$ cat config.mk
export PLATFORM = sky130hd
export DESIGN_NAME = alu_cmd_issuer_flat
export DESIGN_NICKNAME = d
export VERILOG_FILES = /design/src/rtl/alu_cmd_issuer_pkg.sv /design/src/rtl/alu_cmd_issuer_if.sv /design/src/rtl/alu_cmd_fifo.sv /design/src/rtl/alu_cmd_issuer.sv /design/src/flat_wrapper.sv
export SDC_FILE = /design/constraint.sdc
export NUM_CORES = 1
export LEC_CHECK = 0
export ABC_AREA = 1
export CAP_MARGIN = 25
export CORE_UTILIZATION = 45
export DETAILED_ROUTE_END_ITERATION = 8
export GPL_TIMING_DRIVEN = 1
export PLACE_DENSITY = 0.77
export SLEW_MARGIN = 20
export SYNTH_ARGS = -nofsm -noshare
export SYNTH_HDL_FRONTEND = slang
export SYNTH_SLANG_ARGS = --single-unit
$ cat constraint.sdc
create_clock -name clk -period 6.46 [get_ports clk]
set_input_delay 0.646 -clock clk [delete_from_list [all_inputs] [get_ports clk]]
set_output_delay 0.646 -clock clk [all_outputs]
set_load 0.02 [all_outputs]
$ cat src/rtl/alu_cmd_issuer_pkg.sv
`default_nettype none
//------------------------------------------------------------------------------
// Module   : alu_cmd_issuer_pkg
// Purpose  : Shared constants for the ALU command issuer. These are the
//            opcode encodings of the attached ALU, the opcode width, and
//            the issuer FSM state encoding.
// Revision : 1.0 - initial release
//------------------------------------------------------------------------------
package alu_cmd_issuer_pkg;

    localparam int OP_W = 5;

    typedef logic [OP_W-1:0] opcode_t;
    typedef logic [1:0]      state_t;

    // ALU opcode map. Codes that are not listed here still pass through untouched.
    localparam opcode_t OP_ADD  = 5'b00000;
    localparam opcode_t OP_SUB  = 5'b00001;
    localparam opcode_t OP_MUL  = 5'b00010;
    localparam opcode_t OP_DIV  = 5'b00011;
    localparam opcode_t OP_MOD  = 5'b00100;
    localparam opcode_t OP_AND  = 5'b00101;
    localparam opcode_t OP_OR   = 5'b00110;
    localparam opcode_t OP_XOR  = 5'b00111;
    localparam opcode_t OP_NOT  = 5'b01000;
    localparam opcode_t OP_SHL  = 5'b01001;
    localparam opcode_t OP_SHR  = 5'b01010;
    localparam opcode_t OP_SRA  = 5'b01011;
    localparam opcode_t OP_ROL  = 5'b01100;
    localparam opcode_t OP_ROR  = 5'b01101;
    localparam opcode_t OP_NAND = 5'b01110;
    localparam opcode_t OP_NOR  = 5'b01111;
    localparam opcode_t OP_XNOR = 5'b10000;
    localparam opcode_t OP_EQ   = 5'b10001;
    localparam opcode_t OP_NE   = 5'b10010;
    localparam opcode_t OP_LT   = 5'b10011;
    localparam opcode_t OP_LE   = 5'b10100;
    localparam opcode_t OP_GT   = 5'b10101;

    // Issuer FSM state encoding
    localparam state_t ST_IDLE   = 2'd0;
    localparam state_t ST_SETTLE = 2'd1;
    localparam state_t ST_RESP   = 2'd2;

    // True for the operations whose divisor is operand B
    function automatic logic is_div_op(input opcode_t sel);
        return (sel == OP_DIV) || (sel == OP_MOD);
    endfunction

endpackage
`default_nettype wire

$ cat src/rtl/alu_cmd_issuer_if.sv
`default_nettype none
//------------------------------------------------------------------------------
// Module   : alu_cmd_issuer_if
// Purpose  : Bundles the command channel, the ALU drive/result bus, the
//            response channel and the busy flag of the ALU command issuer.
//            The slave modport is the issuer side. The master modport is
//            the environment side (command source, ALU, response sink).
// Revision : 1.0 - initial release
//------------------------------------------------------------------------------
interface alu_cmd_issuer_if
    import alu_cmd_issuer_pkg::*;
#(
    parameter int DATA_W = 64
);
    logic                  cmd_valid;
    logic                  cmd_ready;
    logic [DATA_W-1:0]     cmd_a;
    logic [DATA_W-1:0]     cmd_b;
    logic [OP_W-1:0]       cmd_sel;

    logic [DATA_W-1:0]     alu_a;
    logic [DATA_W-1:0]     alu_b;
    logic [OP_W-1:0]       alu_sel;
    logic [2*DATA_W-1:0]   alu_c;

    logic                  rsp_valid;
    logic                  rsp_ready;
    logic [2*DATA_W-1:0]   rsp_data;
    logic [OP_W-1:0]       rsp_sel;
    logic                  rsp_err;

    logic                  busy;

    modport slave (
        input  cmd_valid, cmd_a, cmd_b, cmd_sel, alu_c, rsp_ready,
        output cmd_ready, alu_a, alu_b, alu_sel,
               rsp_valid, rsp_data, rsp_sel, rsp_err, busy
    );

    modport master (
        output cmd_valid, cmd_a, cmd_b, cmd_sel, alu_c, rsp_ready,
        input  cmd_ready, alu_a, alu_b, alu_sel,
               rsp_valid, rsp_data, rsp_sel, rsp_err, busy
    );
endinterface
`default_nettype wire

$ cat src/rtl/alu_cmd_fifo.sv
`default_nettype none
//------------------------------------------------------------------------------
// Module   : alu_cmd_fifo
// Purpose  : Synchronous show-ahead FIFO for packed issuer commands. The
//            full and empty flags come from an occupancy counter. A push
//            is ignored while the FIFO is full, and a pop is ignored while
//            it is empty.
// Revision : 1.0 - initial release
//------------------------------------------------------------------------------
module alu_cmd_fifo #(
    parameter int WIDTH = 133,
    parameter int DEPTH = 4
) (
    input  wire logic             clk,
    input  wire logic             rst_n,
    input  wire logic             push_i,
    input  wire logic             pop_i,
    input  wire logic [WIDTH-1:0] wdata_i,
    output logic      [WIDTH-1:0] rdata_o,
    output logic                  full_o,
    output logic                  empty_o
);
    localparam int PTR_W = $clog2(DEPTH);
    localparam int CNT_W = PTR_W + 1;

    logic [WIDTH-1:0] mem_q [DEPTH];
    logic [PTR_W-1:0] wr_ptr_q;
    logic [PTR_W-1:0] rd_ptr_q;
    logic [CNT_W-1:0] count_q;

    logic w_push;
    logic w_pop;

    assign w_push  = push_i && !full_o;
    assign w_pop   = pop_i && !empty_o;
    assign full_o  = (count_q == CNT_W'(DEPTH));
    assign empty_o = (count_q == '0);
    assign rdata_o = mem_q[rd_ptr_q];

    // Storage array. It has no reset because the occupancy count decides which entries are meaningful.
    always_ff @(posedge clk) begin
        if (w_push) begin
            mem_q[wr_ptr_q] <= wdata_i;
        end
    end

    // Pointers and occupancy. A simultaneous push and pop leaves the count unchanged.
    always_ff @(posedge clk or negedge rst_n) begin
        if (!rst_n) begin
            wr_ptr_q <= '0;
            rd_ptr_q <= '0;
            count_q  <= '0;
        end else begin
            if (w_push) begin
                wr_ptr_q <= wr_ptr_q + PTR_W'(1);
            end
            if (w_pop) begin
                rd_ptr_q <= rd_ptr_q + PTR_W'(1);
            end
            case ({w_push, w_pop})
                2'b10:   count_q <= count_q + CNT_W'(1);
                2'b01:   count_q <= count_q - CNT_W'(1);
                default: count_q <= count_q;
            endcase
        end
    end
endmodule
`default_nettype wire

$ cat src/rtl/alu_cmd_issuer.sv
`default_nettype none
//------------------------------------------------------------------------------
// Module   : alu_cmd_issuer
// Purpose  : Sequential front-end for a combinational ALU. The module
//            buffers commands in a FIFO and holds each command on the ALU
//            inputs for SETTLE_CYCLES. It then captures the full-width
//            result and returns results in order over a valid/ready
//            channel.
// Options  : ALU_DIV0_GUARD_EN - when defined, a DIV/MOD command with
//            b == 0 is not issued. It is answered at once with rsp_err=1
//            and rsp_data=0.
// Revision : 1.0 - initial release
//------------------------------------------------------------------------------
module alu_cmd_issuer
    import alu_cmd_issuer_pkg::*;
#(
    parameter int DATA_W        = 64,
    parameter int FIFO_DEPTH    = 4,
    parameter int SETTLE_CYCLES = 2
) (
    input  wire logic        clk,
    input  wire logic        rst_n,
    alu_cmd_issuer_if.slave  bus
);
    localparam int CMD_W = 2*DATA_W + OP_W;
    localparam int CNT_W = (SETTLE_CYCLES > 1) ? $clog2(SETTLE_CYCLES) : 1;

    state_t                state_q, state_d;
    logic [CNT_W-1:0]      cnt_q, cnt_d;
    logic [DATA_W-1:0]     alu_a_q, alu_a_d;
    logic [DATA_W-1:0]     alu_b_q, alu_b_d;
    logic [OP_W-1:0]       alu_sel_q, alu_sel_d;
    logic                  rsp_valid_q, rsp_valid_d;
    logic [2*DATA_W-1:0]   rsp_data_q, rsp_data_d;
    logic [OP_W-1:0]       rsp_sel_q, rsp_sel_d;
    logic                  rsp_err_q, rsp_err_d;

    logic [CMD_W-1:0]      w_fifo_wdata;
    logic [CMD_W-1:0]      w_fifo_rdata;
    logic                  w_full;
    logic                  w_empty;
    logic [DATA_W-1:0]     w_head_a;
    logic [DATA_W-1:0]     w_head_b;
    logic [OP_W-1:0]       w_head_sel;
    logic                  w_head_div0;
    logic                  w_rsp_hs;
    logic                  w_load;

    assign w_fifo_wdata                       = {bus.cmd_a, bus.cmd_b, bus.cmd_sel};
    assign {w_head_a, w_head_b, w_head_sel}   = w_fifo_rdata;

    alu_cmd_fifo #(
        .WIDTH (CMD_W),
        .DEPTH (FIFO_DEPTH)
    ) u_fifo (
        .clk     (clk),
        .rst_n   (rst_n),
        .push_i  (bus.cmd_valid),
        .pop_i   (w_load),
        .wdata_i (w_fifo_wdata),
        .rdata_o (w_fifo_rdata),
        .full_o  (w_full),
        .empty_o (w_empty)
    );

`ifdef ALU_DIV0_GUARD_EN
    assign w_head_div0 = is_div_op(w_head_sel) && (w_head_b == '0);
`else
    assign w_head_div0 = 1'b0;
`endif

    assign w_rsp_hs = rsp_valid_q && bus.rsp_ready;
    // The next command is taken from an idle FSM, or in the same edge that retires the current response.
    assign w_load   = !w_empty && ((state_q == ST_IDLE) || ((state_q == ST_RESP) && w_rsp_hs));

    // State register
    always_ff @(posedge clk or negedge rst_n) begin
        if (!rst_n) begin
            state_q <= ST_IDLE;
        end else begin
            state_q <= state_d;
        end
    end

    // Next-state logic: a guarded divide-by-zero skips SETTLE and goes straight to RESP
    always_comb begin
        state_d = state_q;
        case (state_q)
            ST_IDLE: begin
                if (w_load) begin
                    state_d = w_head_div0 ? ST_RESP : ST_SETTLE;
                end
            end
            ST_SETTLE: begin
                if (cnt_q == '0) begin
                    state_d = ST_RESP;
                end
            end
            ST_RESP: begin
                if (w_rsp_hs) begin
                    if (w_load) begin
                        state_d = w_head_div0 ? ST_RESP : ST_SETTLE;
                    end else begin
                        state_d = ST_IDLE;
                    end
                end
            end
            default: state_d = ST_IDLE;
        endcase
    end

    // Datapath next values: settle countdown, result capture, response retire and command issue
    always_comb begin
        cnt_d       = cnt_q;
        alu_a_d     = alu_a_q;
        alu_b_d     = alu_b_q;
        alu_sel_d   = alu_sel_q;
        rsp_valid_d = rsp_valid_q;
        rsp_data_d  = rsp_data_q;
        rsp_sel_d   = rsp_sel_q;
        rsp_err_d   = rsp_err_q;

        if (state_q == ST_SETTLE) begin
            if (cnt_q != '0) begin
                cnt_d = cnt_q - CNT_W'(1);
            end else begin
                rsp_valid_d = 1'b1;
                rsp_data_d  = bus.alu_c;
                rsp_sel_d   = alu_sel_q;
                rsp_err_d   = 1'b0;
            end
        end

        if ((state_q == ST_RESP) && w_rsp_hs) begin
            rsp_valid_d = 1'b0;
        end

        if (w_load) begin
            if (w_head_div0) begin
                // The ALU is not driven, so it keeps the previous operands
                rsp_valid_d = 1'b1;
                rsp_data_d  = '0;
                rsp_sel_d   = w_head_sel;
                rsp_err_d   = 1'b1;
            end else begin
                alu_a_d   = w_head_a;
                alu_b_d   = w_head_b;
                alu_sel_d = w_head_sel;
                cnt_d     = CNT_W'(SETTLE_CYCLES - 1);
            end
        end
    end

    // Datapath registers. Reset discards any in-flight operation.
    always_ff @(posedge clk or negedge rst_n) begin
        if (!rst_n) begin
            cnt_q       <= '0;
            alu_a_q     <= '0;
            alu_b_q     <= '0;
            alu_sel_q   <= '0;
            rsp_valid_q <= 1'b0;
            rsp_data_q  <= '0;
            rsp_sel_q   <= '0;
            rsp_err_q   <= 1'b0;
        end else begin
            cnt_q       <= cnt_d;
            alu_a_q     <= alu_a_d;
            alu_b_q     <= alu_b_d;
            alu_sel_q   <= alu_sel_d;
            rsp_valid_q <= rsp_valid_d;
            rsp_data_q  <= rsp_data_d;
            rsp_sel_q   <= rsp_sel_d;
            rsp_err_q   <= rsp_err_d;
        end
    end

    assign bus.cmd_ready = !w_full;
    assign bus.alu_a     = alu_a_q;
    assign bus.alu_b     = alu_b_q;
    assign bus.alu_sel   = alu_sel_q;
    assign bus.rsp_valid = rsp_valid_q;
    assign bus.rsp_data  = rsp_data_q;
    assign bus.rsp_sel   = rsp_sel_q;
`ifdef ALU_DIV0_GUARD_EN
    assign bus.rsp_err   = rsp_err_q;
`else
    assign bus.rsp_err   = 1'b0;
`endif
    assign bus.busy      = (state_q != ST_IDLE) || !w_empty;

endmodule
`default_nettype wire

$ cat src/flat_wrapper.sv
// flat-port wrapper written by rule: the top's interface ports become plain ports
module alu_cmd_issuer_flat import alu_cmd_issuer_pkg::*;
#(
    parameter int DATA_W        = 64,
    parameter int FIFO_DEPTH    = 4,
    parameter int SETTLE_CYCLES = 2
)
  (clk, rst_n, bus_cmd_valid, bus_cmd_a, bus_cmd_b, bus_cmd_sel, bus_alu_c, bus_rsp_ready, bus_cmd_ready, bus_alu_a, bus_alu_b, bus_alu_sel, bus_rsp_valid, bus_rsp_data, bus_rsp_sel, bus_rsp_err, bus_busy);
  alu_cmd_issuer_if #(.DATA_W(DATA_W)) bus_i ();
  input  wire logic clk;
  input  wire logic rst_n;
  input wire logic [$bits(bus_i.cmd_valid)-1:0] bus_cmd_valid;
  input wire logic [$bits(bus_i.cmd_a)-1:0] bus_cmd_a;
  input wire logic [$bits(bus_i.cmd_b)-1:0] bus_cmd_b;
  input wire logic [$bits(bus_i.cmd_sel)-1:0] bus_cmd_sel;
  input wire logic [$bits(bus_i.alu_c)-1:0] bus_alu_c;
  input wire logic [$bits(bus_i.rsp_ready)-1:0] bus_rsp_ready;
  output wire logic [$bits(bus_i.cmd_ready)-1:0] bus_cmd_ready;
  output wire logic [$bits(bus_i.alu_a)-1:0] bus_alu_a;
  output wire logic [$bits(bus_i.alu_b)-1:0] bus_alu_b;
  output wire logic [$bits(bus_i.alu_sel)-1:0] bus_alu_sel;
  output wire logic [$bits(bus_i.rsp_valid)-1:0] bus_rsp_valid;
  output wire logic [$bits(bus_i.rsp_data)-1:0] bus_rsp_data;
  output wire logic [$bits(bus_i.rsp_sel)-1:0] bus_rsp_sel;
  output wire logic [$bits(bus_i.rsp_err)-1:0] bus_rsp_err;
  output wire logic [$bits(bus_i.busy)-1:0] bus_busy;
  assign bus_i.cmd_valid = bus_cmd_valid;
  assign bus_i.cmd_a = bus_cmd_a;
  assign bus_i.cmd_b = bus_cmd_b;
  assign bus_i.cmd_sel = bus_cmd_sel;
  assign bus_i.alu_c = bus_alu_c;
  assign bus_i.rsp_ready = bus_rsp_ready;
  assign bus_cmd_ready = bus_i.cmd_ready;
  assign bus_alu_a = bus_i.alu_a;
  assign bus_alu_b = bus_i.alu_b;
  assign bus_alu_sel = bus_i.alu_sel;
  assign bus_rsp_valid = bus_i.rsp_valid;
  assign bus_rsp_data = bus_i.rsp_data;
  assign bus_rsp_sel = bus_i.rsp_sel;
  assign bus_rsp_err = bus_i.rsp_err;
  assign bus_busy = bus_i.busy;
  alu_cmd_issuer #(.DATA_W(DATA_W), .FIFO_DEPTH(FIFO_DEPTH), .SETTLE_CYCLES(SETTLE_CYCLES)) u_core (.clk(clk), .rst_n(rst_n), .bus(bus_i));
endmodule
==> results by group <==
Logic synthesis
  • Area contributors post-synth: edfxtp_1, dfrtp_1, nand2_1
  • Commonest cells in the netlist: nand2_1, inv_1, edfxtp_1, nand3_1, dfrtp_1
  • Synth async-reset ratio: 34.2%
  • Ys flop type: edfxtp_1
  • Avg Cell Area, Syn: roughly 10 um2
  • Cell Area, Synth: approximately 33000 um2
  • Cell with the most instances after synthesis: nand2_1
  • Register area share after synthesis: between 60 and 70%
  • Synth top area share: between 40% and 50%
  • Synth unique cells: 24
  • Area leader, netlist: edfxtp_1
  • Synth warn: 0
  • #FFs+latches synth: 809
  • Post-synth EDFFs: between 500 and 600
  • Mapped Cells: between 3000 and 4000
  • Syn_nets: 3563

Place
  • Port bufs: between 500 and 600
  • HPWL after detailed placement: approximately 49000 um
  • Post-Place Cells: between 4000 and 5000
  • DP Area: slightly below 40000 um2
  • GPL Wtd Cong: ~0.80

Clocking
  • Worst-case clock buffer depth: 3
  • H-Tree Depth: 3
  • Post-CTS Setup Bufs: 0
  • CTS Sinks: between 800 and 900
  • Clock-pin slew on the worst setup and hold paths: ~0.060 ns
  • CTS-repair resized insts: 0
  • # hold bufs at CTS: 0
  • Clk root buf: clkbuf_16
  • CTS tree: done
  • Total CTS buffers: 86
  • Clk_lat worst skew: 0.62 ns

GRT
  • Largest net degree at the start of global routing: between 100 and 150
  • Number of global-route vias before repair: 23100
  • Met2 Track Usage GR: 40.6%
  • Met1 usage: roughly a quarter
  • Gr usage total: approximately 22%
  • Initial antenna violation count: 9
  • First-pass GRT wire length: ~130000 um
  • Most Crowded Layer GR: met2
  • GRT overflow: 0
  • Met3 Usage GRT: under 10%

Floorplan
  • Die X: roughly 270 um
  • Die height: 273 um
  • FP Rows: between 90 and 100
  • Io pins: between 500 and 600
  • Core ar.: 72000 um2
  • Initial Util: approximately 46%
  • Die area: 74400 um2

Critical path
  • Critical path required time: around 6.9 ns
  • Endpoint type of the worst setup path: flop
  • Worst path top cell family by delay: buffers and inverters
  • Critical Path, Cell by Cell: nor2_1, nand2_1, nand3_4, buf_4, buf_4, o21ai_0
  • Critical path buffers and inverters: 2
  • Worst Path Arrival: around 3.3 ns
  • CP startpoint kind: flop
  • Slowest cell on the critical path: buf_4
  • Most frequent CP cell: buf_4
  • CP max stage delay: around 0.77 ns
  • Critical path peak fanout: 75
  • Setup Crit Path Kind: reg -> reg

Routing
  • Drt first pass iters: 5
  • Vias per cell: about 4.9
  • # DRC: 0
  • Initial DRC Count: 1488
  • Via Count: 23300
  • Wire per inst: between 15 and 20 um
  • Antenna-violating nets left: 0
  • Total Routed Length: 84000 um

Timing
  • Minimum clock period after layout: between 2 and 3 ns
  • Maximum clock rate: roughly 350 MHz
  • Tcrit/Tclk final: 44.0%
  • Final setup vio count: 0
  • Post-route clock skew: 0.0262 ns
  • Pins Over Slew Limit: 0
  • Rel. slew slack: between 30% and 40%
  • Worst Tran Pin Value: approximately 0.97 ns
  • Final hold violations: 0
  • RSZ-0062 raised after global routing: no

Power and ir drop
  • PwrDens: between 500 and 600 nW/um2
  • Peak supply drop: 0.380 mV
  • P_leak: around 19 nW

Finish
  • Finished Cell Area: about 42000 um2
  • Nets@finish: between 4000 and 5000
  • Register Area: between 20000 and 25000 um2
  • Cell Count, Final, Fillers Out: about 4800
  • Layout cells sized above 1: around 4.5%
  • Area growth from synthesis to layout: 27.3%
  • Area of the multi-input gates: ~7300 um2
  • Fillers: ~5700

Status
  • Status: finished, final reports clean

Run
  • Max cap viols: 0

Hold path
  • HP Class: in -> async
-- kinds of logic after synthesis --
family,Yosys count,share of synthesized area [%]
adders and majority gates,6,0.250
AOI/OAI and AO/OA,5,0.0758
other,1,0.0114
DFF,809,69.4
buffers and inverters,710,8.58
xor gates and xnor gates,4,0.106
and+or+nand+nor,1757,21.6
-- final cells by class --
type | instances | area share, %
Sequential cell | 809 | 54.5
Inverter | 550 | 4.95
Timing Repair Buffer | 556 | 13.3
Antenna cell | 7 | 0.0417
Clock inverter | 38 | 1.12
Clock buffer | 122 | 5.83
Tap cell | 950 | 2.83
Multi-Input combinational cell | 1773 | 17.4
-- worst paths after layout --
| path | from | end | slack, ns | cells after the start |
|---|---|---|---|---|
| max | u_core.u_fifo.count_q[0] | u_core.u_fifo.rd_ptr_q[1] | 3.62 | 6 |
| max reg2reg | u_core.u_fifo.count_q[0] | u_core.u_fifo.rd_ptr_q[1] | 3.62 | 6 |
| max in group asynchronous | rst_n | u_core.u_fifo.rd_ptr_q[0] | 4.91 | 2 |
| min reg2reg | u_core.bus.rsp_data[55] | u_core.bus.rsp_data[55] | 0.47 | 2 |
| min in group clk | u_core.bus.rsp_data[55] | u_core.bus.rsp_data[55] | 0.47 | 2 |
| min | rst_n | u_core.bus.alu_a[1] | 0.03 | 1 |
-- sequential cells by signal, indices dropped and copies added (netlist names) --
signal and flops:
u_core.u_fifo.mem_q 532, u_core.bus.rsp_data 128, u_core.bus.alu_a 64, u_core.bus.alu_b 64
u_core.bus.alu_sel 5, u_core.bus.rsp_sel 5, u_core.u_fifo.count_q 3, u_core.state_q 2
u_core.u_fifo.rd_ptr_q 2, u_core.u_fifo.wr_ptr_q 2, u_core.bus.rsp_valid 1, u_core.cnt_q 1
-- metal layers --
layer  up-vias  routed length [um]
met5         -                  26
met4         4                2390
met3       133                5850
met2       793               43700
met1     11100               32000
li1      11200                   -
-- layout by cell type, fill, tap and decap left out, types with 2 or more instances in the layout --
master / netlist / final
clkinv_8: 0 / 3
o21ai_0: 5 / 5
inv_4: 0 / 4
clkinv_16: 0 / 2
clkbuf_16: 0 / 88
dfrtp_1: 277 / 275
xnor2_1: 2 / 2
buf_4: 10 / 17
xor2_1: 2 / 2
clkbuf_8: 0 / 12
dfrtp_4: 0 / 2
buf_12: 0 / 6
nand3_1: 400 / 400
nand4_1: 2 / 2
clkinv_2: 0 / 16
nand2_1: 1345 / 1345
bufinv_16: 0 / 7
clkbuf_1: 44 / 22
diode_2: 0 / 7
clkdlybuf4s50_1: 0 / 532
clkinv_1: 0 / 2
inv_1: 545 / 545
ha_1: 5 / 5
clkinv_4: 0 / 3
nor2_4: 1 / 5
clkinvlp_4: 0 / 3
edfxtp_1: 532 / 532
-- power breakdown --
part	internal, mW	total, mW	switching [mW]
clock network	2.95	4.98	2.03
registers	7.18	7.99	0.810
logic	2.92	8.20	5.28
-- through the flow --
step                      utilization, %  hold slack (ns)  setup WS, ns  TNS [ns]  total power [mW]
final                               58.4           0.0283          3.62         0              21.2
after detailed placement            54.3            0.457          3.12         0              16.3
after CTS                           58.4           0.0330          3.57         0              21.4
after global placement              54.3            0.452          3.16         0              16.1
after floorplan                        -            0.350        -0.543   -289.13              13.0
after global routing                58.4           0.0707          3.39         0              22.5
Power figures use the tool's default switching activity.
